<file path="src/rtl/seven_segment_driver_if.sv">
// Display-content bus feeding the seven-segment scanner: hex nibbles plus per-digit enables.
// Optional brightness field is present only when SEG7_BRIGHTNESS_EN is defined.
interface seven_segment_driver_if;
    logic [31:0] digit;
    logic [7:0]  en_dot;
    logic [7:0]  en_digit;
`ifdef SEG7_BRIGHTNESS_EN
    logic [2:0]  brightness;

    modport master (output digit, output en_dot, output en_digit, output brightness);
    modport slave  (input  digit, input  en_dot, input  en_digit, input  brightness);
`else
    modport master (output digit, output en_dot, output en_digit);
    modport slave  (input  digit, input  en_dot, input  en_digit);
`endif
endinterface

</file>
<file path="src/rtl/seven_segment_driver.sv">
// 8-digit multiplexed seven-segment scanner with per-slot blanking and per-frame input snapshot.
// Optional PWM-style dimming within the SHOW phase is enabled by defining SEG7_BRIGHTNESS_EN.
module seven_segment_driver #(
    parameter int unsigned  REFRESH_DIV = 100000,
    parameter int unsigned  BLANK_CYC   = 1000,
    localparam int unsigned CNT_W       = $clog2(REFRESH_DIV)
) (
    input  logic                  clk,
    input  logic                  rst_n,
    seven_segment_driver_if.slave src_i,
    output logic [7:0]            an_o,
    output logic [6:0]            seg_o,
    output logic                  dp_o,
    output logic                  frame_start_o,
    output logic                  dbg_state_o,
    output logic [CNT_W-1:0]      dbg_cnt_o,
    output logic [2:0]            dbg_idx_o
);

    if (REFRESH_DIV < 16) begin : g_bad_refresh_div
        $error("seven_segment_driver: REFRESH_DIV must be at least 16");
    end
    if ((BLANK_CYC < 1) || (BLANK_CYC >= REFRESH_DIV)) begin : g_bad_blank_cyc
        $error("seven_segment_driver: BLANK_CYC must be in [1, REFRESH_DIV)");
    end

    typedef enum logic {
        ST_BLANK = 1'b0,
        ST_SHOW  = 1'b1
    } state_e;

    localparam logic [CNT_W-1:0] CNT_LAST  = CNT_W'(REFRESH_DIV - 1);
    localparam logic [CNT_W-1:0] BLANK_END = CNT_W'(BLANK_CYC);

    // Slot position and digit index
    logic [CNT_W-1:0] cnt_q, cnt_d;
    logic [2:0]       idx_q, idx_d;
    logic             slot_end;
    logic             frame_end;

    // Snapshot of the input bus, refreshed once per frame
    logic [31:0]      digit_q;
    logic [7:0]       en_dot_q;
    logic [7:0]       en_digit_q;
`ifdef SEG7_BRIGHTNESS_EN
    logic [2:0]       bright_q;
`endif

    state_e           state_q, state_d;
    logic [7:0]       an_q, an_d;
    logic [6:0]       seg_q, seg_d;
    logic             dp_q, dp_d;
    logic             frame_start_q;

    logic [3:0]       nibble;
    logic             window_ok;
    logic             lit;

    // Active-high segment pattern {g,f,e,d,c,b,a} for a hex value.
    function automatic logic [6:0] hex_segments(input logic [3:0] v);
        logic [6:0] s;
        case (v)
            4'h0:    s = 7'h3F;
            4'h1:    s = 7'h06;
            4'h2:    s = 7'h5B;
            4'h3:    s = 7'h4F;
            4'h4:    s = 7'h66;
            4'h5:    s = 7'h6D;
            4'h6:    s = 7'h7D;
            4'h7:    s = 7'h07;
            4'h8:    s = 7'h7F;
            4'h9:    s = 7'h6F;
            4'hA:    s = 7'h77;
            4'hB:    s = 7'h7C;
            4'hC:    s = 7'h39;
            4'hD:    s = 7'h5E;
            4'hE:    s = 7'h79;
            default: s = 7'h71;
        endcase
        return s;
    endfunction

    always_comb begin
        slot_end  = (cnt_q == CNT_LAST);
        frame_end = slot_end && (idx_q == 3'd7);
        cnt_d     = slot_end ? '0 : (cnt_q + CNT_W'(1));
        idx_d     = slot_end ? (idx_q + 3'd1) : idx_q;
        state_d   = (cnt_q < BLANK_END) ? ST_BLANK : ST_SHOW;
    end

`ifdef SEG7_BRIGHTNESS_EN
    localparam int unsigned ON_UNIT = (REFRESH_DIV - BLANK_CYC) >> 3;
    logic [CNT_W+3:0] on_len;
    logic [CNT_W+3:0] show_pos;

    // Only meaningful during SHOW; the subtraction wraps harmlessly in BLANK.
    always_comb begin
        on_len    = (CNT_W+4)'(ON_UNIT) * ((CNT_W+4)'(bright_q) + (CNT_W+4)'(1));
        show_pos  = (CNT_W+4)'(cnt_q - BLANK_END);
        window_ok = (show_pos < on_len);
    end
`else
    always_comb begin
        window_ok = 1'b1;
    end
`endif

    // A digit is driven only in SHOW, when enabled in the snapshot, and inside the dimming window.
    always_comb begin
        nibble = digit_q[{idx_q, 2'b00} +: 4];
        lit    = (state_d == ST_SHOW) && en_digit_q[idx_q] && window_ok;
        an_d   = lit ? ~(8'd1 << idx_q) : 8'hFF;
        seg_d  = lit ? ~hex_segments(nibble) : 7'h7F;
        dp_d   = lit ? ~en_dot_q[idx_q] : 1'b1;
    end

    always_ff @(posedge clk or negedge rst_n) begin
        if (!rst_n) begin
            cnt_q         <= '0;
            idx_q         <= 3'd0;
            state_q       <= ST_BLANK;
            an_q          <= 8'hFF;
            seg_q         <= 7'h7F;
            dp_q          <= 1'b1;
            frame_start_q <= 1'b0;
            digit_q       <= 32'h0;
            en_dot_q      <= 8'h00;
            en_digit_q    <= 8'h00;
`ifdef SEG7_BRIGHTNESS_EN
            bright_q      <= 3'd0;
`endif
        end else begin
            cnt_q         <= cnt_d;
            idx_q         <= idx_d;
            state_q       <= state_d;
            an_q          <= an_d;
            seg_q         <= seg_d;
            dp_q          <= dp_d;
            frame_start_q <= frame_end;
            if (frame_end) begin
                digit_q    <= src_i.digit;
                en_dot_q   <= src_i.en_dot;
                en_digit_q <= src_i.en_digit;
`ifdef SEG7_BRIGHTNESS_EN
                bright_q   <= src_i.brightness;
`endif
            end
        end
    end

    assign an_o          = an_q;
    assign seg_o         = seg_q;
    assign dp_o          = dp_q;
    assign frame_start_o = frame_start_q;
    assign dbg_state_o   = state_q;
    assign dbg_cnt_o     = cnt_q;
    assign dbg_idx_o     = idx_q;

endmodule

</file>
<file path="src/flat_wrapper.sv">
// flat-port wrapper written by rule: the top's interface ports become plain ports
module seven_segment_driver_flat 
#(
    parameter int unsigned  REFRESH_DIV = 100000,
    parameter int unsigned  BLANK_CYC   = 1000,
    localparam int unsigned CNT_W       = $clog2(REFRESH_DIV)
)
  (clk, rst_n, an_o, seg_o, dp_o, frame_start_o, dbg_state_o, dbg_cnt_o, dbg_idx_o, src_i_digit, src_i_en_dot, src_i_en_digit);
  seven_segment_driver_if src_i_i ();
  input  logic clk;
  input  logic rst_n;
  output logic [7:0] an_o;
  output logic [6:0] seg_o;
  output logic dp_o;
  output logic frame_start_o;
  output logic dbg_state_o;
  output logic [CNT_W-1:0] dbg_cnt_o;
  output logic [2:0] dbg_idx_o;
  input wire logic [$bits(src_i_i.digit)-1:0] src_i_digit;
  input wire logic [$bits(src_i_i.en_dot)-1:0] src_i_en_dot;
  input wire logic [$bits(src_i_i.en_digit)-1:0] src_i_en_digit;
  assign src_i_i.digit = src_i_digit;
  assign src_i_i.en_dot = src_i_en_dot;
  assign src_i_i.en_digit = src_i_en_digit;
  seven_segment_driver #(.REFRESH_DIV(REFRESH_DIV), .BLANK_CYC(BLANK_CYC)) u_core (.clk(clk), .rst_n(rst_n), .src_i(src_i_i), .an_o(an_o), .seg_o(seg_o), .dp_o(dp_o), .frame_start_o(frame_start_o), .dbg_state_o(dbg_state_o), .dbg_cnt_o(dbg_cnt_o), .dbg_idx_o(dbg_idx_o));
endmodule
</file>
<file path="config.mk">
export PLATFORM = sky130hd
export DESIGN_NAME = seven_segment_driver_flat
export DESIGN_NICKNAME = d
export VERILOG_FILES = /design/src/rtl/seven_segment_driver_if.sv /design/src/rtl/seven_segment_driver.sv /design/src/flat_wrapper.sv
export SDC_FILE = /design/constraint.sdc
export NUM_CORES = 1
export LEC_CHECK = 0
export ABC_AREA = 1
export BUFFER_PORTS_ARGS = -buffer_cell sky130_fd_sc_hd__buf_4
export CAP_MARGIN = 25
export CORE_MARGIN = 1
export CORE_UTILIZATION = 59
export CTS_CLUSTER_DIAMETER = 30
export DETAILED_ROUTE_END_ITERATION = 7
export GPL_ROUTABILITY_DRIVEN = 0
export PLACE_DENSITY = 0.85
export REMOVE_ABC_BUFFERS = 1
export SLEW_MARGIN = 20
export SYNTH_ARGS = -nofsm -noshare
export SYNTH_HDL_FRONTEND = slang
export SYNTH_SLANG_ARGS = --single-unit
</file>
<file path="constraint.sdc">
create_clock -name clk -period 3.8 [get_ports clk]
set_clock_uncertainty 0.05 [all_clocks]
set_input_delay 0.57 -clock clk [delete_from_list [all_inputs] [get_ports clk]]
set_output_delay 0.57 -clock clk [all_outputs]
set_load 0.02 [all_outputs]
</file>
==> out/metrics.yaml <==
outcome:
  status: "completed"
drt:
  drc: 0
  drt-pass1-iter-count: 5
  vias_per_cell: 5.29
  vias: 3890
  drtIter0Drc: 267
  routedWlPerCell_microns: 13.5
  ant_nets: 0
  wl_microns: 9920
worst_setup_path:
  cp_cell_sequence: "ha_1 -> nand2_1 -> inv_1 -> nand2_1 -> nor2_1 -> nand3_1 -> nor2_4 -> buf_4 -> nand3_1 -> nand2_1"
  path_common_cell: "nand2_1"
  worstSetupEndpointType: "flip-flop"
  cp.arrival_ns: 2.74
  cp_slowest_cell: "nor2_4"
  required_ns: 4.04
  crit_family: "simple AND/OR/NAND/NOR gates"
  critPathKind: "reg -> reg"
  critPathMaxStageDelay_ns: 0.53
  crit_buf_inv: 2
  worstSetupStartpointType: "flip-flop"
  worst-path-max-fanout: 31
floorplanning:
  die-area_sq_mm: 0.00779
  coreArea_sq_mm: 0.00721
  io_pins: 88
  rows: 31
  start_util_pct: 60.9
  dieHeight_microns: 88.3
  die-width_microns: 88.3
sta:
  fin_crit_sh_pct: 65.7
  slew_headroom_pct: 49.5
  setup_viol: 0
  report.final.slew_viol_count: 0
  min_period_ns: 2.50
  setup_tns_ns: 0
  fmax_ghz: 0.400
  worstMarginPinSlew_ns: 0.757
  hold_viol_final: 0
  rsz0062_at_grt: "false"
  setup_slack_ns: 1.30
grt:
  grt_max_degree: 87
  antenna_found_initial: 0
  grt_overflow: 0
  track_usage_pct: 26.6
  grt_pass1_wl_microns: 16000
  grt_pass1_vias: 3448
synthesis:
  synth_simple_gate_area_share_pct: 35.0
  synth-edff-count: 0
  synth_flop_cell: "dfrtp_1"
  async_flop_share_pct: 100
  synth_compound_area_share_pct: 2.42
  synthXorXnorAreaFrac_pct: 1.20
  synth_most_common_cell: "nand2_1"
  synth_seq_cells: 86
  yosysWarnings: 0
  synth_cell_type_count: 29
  synth_top_family_by_area: "simple AND/OR/NAND/NOR gates"
  ys_top_cells_by_area: "dfrtp_1 (40%), nand2_1 (17%), nand3_1 (12%), dfstp_2 (9.6%), inv_1 (4.1%)"
  yosysTopAreaCell: "dfrtp_1"
  ys_seq_area_share_pct: 49.5
  synth_common_cells: "nand2_1 (200), nand3_1 (103), dfrtp_1 (70)"
  synthDominantCellAreaShare_pct: 39.9
  synthMuxAreaShare_pct: 0
  postSynthAreaPerCell_sq_um: 7.88
  synthCells: 557
  synthAdderAreaFrac_pct: 3.70
  synth_area_sq_mm: 0.00439
clock_network:
  cts_tree: "built"
  insertion_delay_ns: 0.36
  cts_buffers: 9
  clk_pin_slew_worst_paths_ns: 0.09
  cts_hold_buf: 0
  cts_buffer_depth: 2
  cts_num_sinks: 86
  cts_setup_buffers: 0
  cts_max_level: 3
  root_buffer: "clkbuf_8"
  cts_resized: 0
placement:
  pre_cts_ws_ns: 1.34
  hpwl_microns: 6630
  portBuffers: 87
final_layout:
  fin_nets: 695
  nFillCells: 568
  drive_gt1_share_pct: 21.4
  area_growth_pct: 20.5
  n_antenna_cell: 0
run:
  cap_viol_max_count: 0
power_and_ir_drop:
  cellPowerDensity_mw_per_mm2: 322
  leakagePower_nw: 2.72
  ir_drop_v: 0.000207
worst_hold_path:
  worstHoldPathType: "in -> async"
==> power by group <==
| group | total (mW) | switching [mW] | leakage, nW | internal, mW |
|---|---|---|---|---|
| Combinational | 0.0556 | 0.0240 | 1.73 | 0.0315 |
| Sequential | 0.915 | 0 | 0.881 | 0.915 |
| Clock | 0.733 | 0.327 | 0.116 | 0.406 |
| Total | 1.70 | 0.351 | 2.72 | 1.35 |
==> kinds of logic (layout without fill, tap and decap cells) <==
kind of cell / Yosys count / after routing
simple gates: 356 / 356
flops: 86 / 86
buf+inv: 78 / 158
compound gates: 18 / 18
fa+ha+maj: 13 / 13
xor+xnor: 6 / 6
==> final timing paths <==
| check | slack, ns | cells past startpoint | start | to |
|---|---|---|---|---|
| min in group clk | 0.38 | 3 | src_i_digit[0] | u_core.digit_q[0] |
| worst max register to register | 1.30 | 10 | u_core.dbg_cnt_o[0] | u_core.digit_q[24] |
| worst max-delay path | 1.30 | 10 | u_core.dbg_cnt_o[0] | u_core.digit_q[24] |
| worst min-delay path | 0.18 | 1 | rst_n | u_core.en_dot_q[6] |
| max in group asynchronous | 2.97 | 1 | rst_n | u_core.digit_q[26] |
| worst min register to register | 0.44 | 2 | u_core.digit_q[15] | u_core.digit_q[15] |
==> area by class of cell <==
| class | count | area, sq um | area share [%] |
|---|---|---|---|
| Sequential cell | 86 | 2170 | 41.0 |
| Multi-Input combinational cell | 393 | 1870 | 35.3 |
| Timing Repair Buffer | 91 | 707 | 13.4 |
| Inverter | 51 | 191 | 3.62 |
| Clock buffer | 11 | 151 | 2.86 |
| Tap cell | 99 | 124 | 2.34 |
| Clock inverter | 5 | 81.3 | 1.54 |
==> per-stage QoR <==
stage | utilization, % | area, sq um | cells | hold WS [ns] | power [mW]
CTS | 72.9 | 5260 | 735 | 0.377 | 1.71
floorplan | - | 4220 | 530 | 0.224 | 0.933
detailed placement | 69.7 | 5030 | 719 | 0.416 | 0.989
global placement | 69.7 | 5030 | 719 | 0.409 | 0.989
global route | 73.4 | 5290 | 736 | 0.285 | 1.75
finish | 73.4 | 5290 | 736 | 0.184 | 1.70
==> cells in the final DEF (no fill, tap or decap) <==
cell type / n
nand3b_1: 1
ha_1: 12
dfrtp_1: 70
clkinvlp_4: 1
buf_4: 89
inv_2: 3
nor4_4: 1
nand3_1: 103
clkbuf_8: 11
inv_1: 48
o21ai_0: 9
clkinv_2: 1
a21oi_2: 1
dfstp_2: 16
buf_16: 1
nand2_2: 2
nor4_1: 1
ha_2: 1
nand2_1: 200
or2_2: 1
nor3_1: 8
nor4_2: 1
nand3_2: 1
nor2_4: 1
xor2_1: 6
bufinv_16: 2
a32o_1: 2
buf_6: 1
o211ai_1: 1
nor2_1: 32
a21oi_1: 5
nand4_1: 3
nor3_2: 1
clkinv_4: 1
==> registers in the layout, summed over array words and instances (netlist names) <==
| register | flops |
|---|---|
| u_core.en_digit_q | 8 |
| u_core.dbg_cnt_o | 17 |
| u_core.dp_o | 1 |
| u_core.seg_o | 7 |
| u_core.an_o | 8 |
| u_core.digit_q | 32 |
| u_core.dbg_idx_o | 3 |
| u_core.dbg_state_o | 1 |
| u_core.en_dot_q | 8 |
| u_core.frame_start_o | 1 |
==> layer usage <==
layer / wire length [microns] / global-route usage (%) / up-vias
met3: 595 / 4.57 / 11
met5: 0 / 0 / -
met4: 136 / 9.09 / 0
met2: 4610 / 40.6 / 146
li1: - / - / 1908
met1: 4580 / 39.0 / 1825
Power figures use the tool's default switching activity.
